## src/rtl/mycpu_pkg.sv

```systemverilog
// mycpu_pkg: trace record widths, record layout and capture filter shared by the trace buffer
package mycpu_pkg;
  localparam int TRACE_PC_W    = 32;
  localparam int TRACE_WNUM_W  = 5;
  localparam int TRACE_WDATA_W = 32;
  localparam int TRACE_REC_W   = TRACE_PC_W + TRACE_WNUM_W + TRACE_WDATA_W;
  typedef struct packed {
    logic [TRACE_PC_W-1:0]    pc;
    logic [TRACE_WNUM_W-1:0]  wnum;
    logic [TRACE_WDATA_W-1:0] wdata;
  } trace_rec_t;
  function automatic logic capture_hit(input logic [3:0] we, input logic [TRACE_WNUM_W-1:0] wnum,
                                       input logic all);
    return (we != 4'd0) && (all || wnum != '0);
  endfunction
endpackage

```

## src/rtl/sync_fifo.sv

```systemverilog
// sync_fifo: first-word-fall-through FIFO; a push while full is taken only if a pop frees the slot
module sync_fifo #(
  parameter int WIDTH = 8,
  parameter int DEPTH = 16
) (
  input  logic                     clk,
  input  logic                     rst,
  input  logic                     push,
  input  logic [WIDTH-1:0]         din,
  input  logic                     pop,
  output logic [WIDTH-1:0]         dout,
  output logic                     full,
  output logic                     empty,
  output logic [$clog2(DEPTH):0]   level
);
  localparam int AW = $clog2(DEPTH);
  logic [WIDTH-1:0] mem_q [DEPTH];
  logic [AW-1:0] wr_ptr_q, wr_ptr_d, rd_ptr_q, rd_ptr_d;
  logic [AW:0] level_q, level_d;
  logic do_push, do_pop;
  always_comb begin
    empty    = level_q == '0;
    full     = level_q == (AW+1)'(DEPTH);
    do_pop   = pop && !empty;
    do_push  = push && (!full || do_pop);
    wr_ptr_d = wr_ptr_q + AW'(do_push);
    rd_ptr_d = rd_ptr_q + AW'(do_pop);
    level_d  = level_q + (AW+1)'(do_push) - (AW+1)'(do_pop);
    dout     = mem_q[rd_ptr_q];
    level    = level_q;
  end
  always_ff @(posedge clk) begin
    if (rst) begin
      wr_ptr_q <= '0;
      rd_ptr_q <= '0;
      level_q  <= '0;
    end else begin
      wr_ptr_q <= wr_ptr_d;
      rd_ptr_q <= rd_ptr_d;
      level_q  <= level_d;
    end
  end
  always_ff @(posedge clk) begin
    if (!rst && do_push) mem_q[wr_ptr_q] <= din;
  end
endmodule

```

## src/rtl/wb_trace_buffer.sv

```systemverilog
// wb_trace_buffer: filters CPU writeback trace into a FWFT FIFO with sticky overflow and drop count
module wb_trace_buffer
  import mycpu_pkg::*;
#(
  parameter int DEPTH       = 16,
  parameter int CAPTURE_ALL = 0
) (
  input  logic                      clk,
  input  logic                      rst,
  input  logic [31:0]               debug_wb_pc,
  input  logic [3:0]                debug_wb_rf_we,
  input  logic [4:0]                debug_wb_rf_wnum,
  input  logic [31:0]               debug_wb_rf_wdata,
  output logic                      trace_valid,
  input  logic                      trace_ready,
  output logic [31:0]               trace_pc,
  output logic [4:0]                trace_wnum,
  output logic [31:0]               trace_wdata,
  input  logic                      ovf_clr,
  output logic                      overflow,
  output logic [15:0]               drop_cnt,
  output logic [$clog2(DEPTH):0]    level
);
  trace_rec_t rec_in, rec_out;
  logic capture, pop_fire, drop, full, empty;
  logic overflow_q, overflow_d;
  logic [15:0] drop_cnt_q, drop_cnt_d;
  sync_fifo #(.WIDTH(TRACE_REC_W), .DEPTH(DEPTH)) u_fifo (
    .clk(clk), .rst(rst), .push(capture), .din(rec_in), .pop(pop_fire),
    .dout(rec_out), .full(full), .empty(empty), .level(level)
  );
  always_comb begin
    rec_in      = '{pc: debug_wb_pc, wnum: debug_wb_rf_wnum, wdata: debug_wb_rf_wdata};
    capture     = capture_hit(debug_wb_rf_we, debug_wb_rf_wnum, CAPTURE_ALL != 0);
    trace_valid = !empty;
    pop_fire    = trace_valid && trace_ready;
    drop        = capture && full && !pop_fire;
    // a drop on the clearing edge restarts the count at one
    overflow_d  = drop ? 1'b1 : ovf_clr ? 1'b0 : overflow_q;
    drop_cnt_d  = drop ? (ovf_clr ? 16'd1 : drop_cnt_q == 16'hFFFF ? drop_cnt_q : drop_cnt_q + 16'd1)
                : ovf_clr ? 16'd0 : drop_cnt_q;
    trace_pc    = rec_out.pc;
    trace_wnum  = rec_out.wnum;
    trace_wdata = rec_out.wdata;
    overflow    = overflow_q;
    drop_cnt    = drop_cnt_q;
  end
  always_ff @(posedge clk) begin
    if (rst) begin
      overflow_q <= 1'b0;
      drop_cnt_q <= '0;
    end else begin
      overflow_q <= overflow_d;
      drop_cnt_q <= drop_cnt_d;
    end
  end
endmodule

```

## config.mk

```make
export PLATFORM = sky130hd
export DESIGN_NAME = wb_trace_buffer
export DESIGN_NICKNAME = d
export VERILOG_FILES = /design/src/rtl/mycpu_pkg.sv /design/src/rtl/sync_fifo.sv /design/src/rtl/wb_trace_buffer.sv
export SDC_FILE = /design/constraint.sdc
export NUM_CORES = 1
export LEC_CHECK = 0
export BUFFER_PORTS_ARGS = -buffer_cell sky130_fd_sc_hd__clkbuf_2
export CAP_MARGIN = 25
export CORE_MARGIN = 5
export CORE_UTILIZATION = 55
export DETAILED_ROUTE_END_ITERATION = 16
export GPL_TIMING_DRIVEN = 0
export PLACE_DENSITY = 0.81
export SLEW_MARGIN = 40
export SYNTH_ARGS = -nofsm -noshare
export SYNTH_HDL_FRONTEND = slang
export SYNTH_SLANG_ARGS = --single-unit
```

## constraint.sdc

```tcl
create_clock -name clk -period 8.9 [get_ports clk]
set_input_delay 0 -clock clk [delete_from_list [all_inputs] [get_ports clk]]
set_output_delay 0 -clock clk [all_outputs]
set_load 0.01 [all_outputs]
```

==> metrics.md <==
| Metric | Value |
|---|---|
| Critical Path RT | `8.90 ns` |
| GRT Util Overall | `0.276` |
| Crit path cell chain | `buf_2, clkbuf_1, clkbuf_1, mux4_2, mux4_2, clkbuf_2` |
| Post-Syn Area per Cell | `24.9 um^2` |
| Vias in the first global route | `23000` |
| Pre-antenna DRT Iters | `5` |
| Die Width | `290 um` |
| Global-route wire length before repair | `164000 um` |
| Initial core utilization | `0.555` |
| Post-Synthesis Cells | `1729` |
| Slowest cell delay on critical path | `0.74 ns` |
| Crit share post-route | `0.440` |
| Sequential fraction of the synthesis area | `0.785` |
| Clock latency at the later pin of the worst-skew pair | `0.69 ns` |
| Crit Path Class | `register to primary output` |
| Most used DFF post-synth | `edfxtp_1` |
| Post-DRT Antenna Nets | `0` |
| CP arrival | `3.92 ns` |
| Via-to-Cell Ratio | `6.62` |
| Count of buffers from port buffering | `168` |
| CP startpoint kind | `register` |
| # resized after CTS | `0` |
| Period minus WS final | `3.92 ns` |
| DP Worst Slack | `5.08 ns` |
| Synth Warn # | `0` |
| Clk slew on worst S/H paths | `0.07 ns` |
| Skew final | `0.0145 ns` |
| Worst-path fanout max | `10` |
| Leakage power | `16.3 nW` |
| Net Count, Synth | `1817` |
| Iter 0 DRT Violations | `3460` |
| Worst path top cell family by delay | `buffers and inverters` |
| Max clock buf depth | `3` |
| Final Hold Viols | `0` |
| Max IR drop VDD | `0.174 mV` |
| Nets | `2299` |
| DRC errors left | `0` |
| Layout Cells excl Fill | `3347` |
| Layout cell share with drive strength beyond 1 | `0.378` |
| Placed wire-length estimate | `70700 um` |
| Placed Instances | `3069` |
| DR vias | `22200` |
| Status | `complete, no violations` |
| Die Footprint | `83900 um^2` |
| Netlist Area Pre-Place | `43000 um^2` |
| Register area | `33800 um^2` |
| Sink Count | `1134` |
| CTS buffer count | `106` |
| Pwr/cell area | `258 nW/um^2` |
| RSZ-0062 raised after global routing | `no` |
| GPL Wtd Cong | `0.847` |
| Final Max Slew Viols | `0` |
| FMAX | `255 MHz` |
| # Max-Cap Violations | `0` |
| Post-CTS Setup Inserts | `0` |
| Htree depth | `3` |
| Fillers | `4651` |
| Ports | `169` |
| Root buffer cell | `clkbuf_16` |
| Core Region | `77500 um^2` |
| Num rows | `102` |
| Setup crit end kind | `primary output` |
| CTS tree | `built` |
| WL per Instance | `34.3 um` |
| Hold Path Class | `input pin to register` |
| Cts hold-fix bufs | `73` |
| Final worst setup slack | `4.98 ns` |
| CP max stage cell | `clkbuf_1` |
| Initial antenna violation count | `8` |
| Seq cells post-synth | `1134` |
| Area grow syn2layout | `19.1%` |
| Final wirelength | `115000 um` |
| Die height | `290 um` |
| Area of the multi-input gates | `8850 um^2` |
| Share of synthesized flip-flops with an asynchronous set or reset | `0` |
| Library cells used by synthesis | `44` |
| Grt total ovfl | `0` |
| Final setup viols | `0` |
| Setup TNS | `0 ns` |
| Largest net degree at the start of global routing | `18` |
| WP buf/inv | `4` |
| EDFF count, synth | `1104` |
| Slew margin rel. | `0.383` |
| Worst-Margin Slew | `0.925 ns` |
[cells by family (layout without fill, tap and decap cells)]
family,count (synthesis),in the layout,share of synthesized area
compound gates,29,29,0.00405
xor+xnor,12,12,0.00244
fa+ha+maj,11,11,0.00338
buf+inv,99,671,0.0119
flops,1134,1134,0.785
mux,346,346,0.181
other cells,0,6,0
simple gates,98,98,0.0124
[final timing paths]
check | slack, ns | from | cells past startpoint | endpoint
max | 4.98 | u_fifo.rd_ptr_q[1] | 6 | trace_wdata[18]
min | 0.23 | debug_wb_rf_we[2] | 5 | drop_cnt[6]
max reg2reg | 5.01 | u_fifo.level[2] | 11 | u_fifo.mem_q[1][18]
min reg2reg | 0.50 | drop_cnt[14] | 2 | drop_cnt[14]
[layer usage]
layer | wire [um] | vias to the layer above | global-route usage
li1 | - | 8489 | -
met1 | 39600 | 11600 | 0.362
met2 | 59600 | 1818 | 0.474
met3 | 11600 | 265 | 0.0526
met4 | 3910 | 8 | 0.0952
met5 | 47 | - | 0
[synthesized netlist by cell type, drive strengths merged (4+ instances only)]
cell,instances,area (um^2)
clkbuf,39,146
buf,46,312
nand3,10,50.1
or4,4,30.0
mux4,345,7770
edfxtp,1104,33200
dfxtp,30,601
ha,10,125
o21ai,8,43.8
nor2,32,123
nand2,10,37.5
a21oi,12,60.1
nand4,5,31.3
nor2b,5,31.3
inv,14,52.6
nor3,7,35.0
or3,7,43.8
xnor2,9,78.8
[state kept, by name, indices dropped and copies added (netlist names)]
register / count
u_fifo.level: 5
u_fifo.rd_ptr_q: 4
overflow: 1
drop_cnt: 16
u_fifo.mem_q: 1104
u_fifo.wr_ptr_q: 4
[worst register-to-register path, stage by stage, from the launching register on]
cell and delay, ns:
dfxtp_1 0.40, inv_1 0.09, ha_1 0.25, nand4b_4 0.16
or2b_1 0.30, or4b_2 0.78, nor3_2 0.57, buf_4 0.29
buf_4 0.17, buf_4 0.17, buf_4 0.18, buf_2 0.24
[where the power goes]
| group | leakage (nW) | switching [mW] | internal [mW] | total, mW |
|---|---|---|---|---|
| clock | 1.63 | 1.99 | 2.44 | 4.42 |
| sequential | 10.2 | 0.0659 | 6.05 | 6.12 |
| combinational | 4.48 | 1.42 | 1.27 | 2.69 |
| total | 16.3 | 3.47 | 9.76 | 13.2 |
[cell usage in the layout, fill, tap and decap left out, types with 5 or more instances in the layout]
cell and count:
mux4_2 345, clkbuf_2 187, buf_6 9, nor2_4 12, buf_2 37, clkbuf_16 106, nand2_1 10, dlygate4sd3_1 73
diode_2 6, clkbuf_1 49, nand3_1 10, nor2_1 19, nand4_1 5, xnor2_1 9, clkinv_2 18, nor2b_1 5
edfxtp_1 1104, dfxtp_1 30, or3_1 7, ha_1 10, buf_8 42, buf_4 56, clkinv_1 29, buf_16 29
o21ai_0 7, bufinv_16 8, a21oi_1 12, inv_1 14
[cell type report]
type                    count  area share
flip-flops and latches   1134       0.659
plain buffers              85     0.00951
clock buffers             133      0.0538
well taps                1040      0.0254
diodes                      6    0.000293
multi-input cells         496       0.173
clock inverters            65      0.0114
inverters                  14     0.00103
repair buffers            374      0.0667
[through the flow]
stage / instance area (um^2) / hold WS, ns / utilization / power, mW
global route: 51200 / 0.249 / 0.661 / 13.7
CTS: 51200 / 0.171 / 0.660 / 13.3
finish: 51200 / 0.231 / 0.661 / 13.2
detailed placement: 47100 / 0.351 / 0.608 / 8.86
floorplan: 43000 / 0.0989 / - / 7.92
global placement: 45100 / 0.328 / 0.583 / 8.74
(Power assumes the default switching activity.)
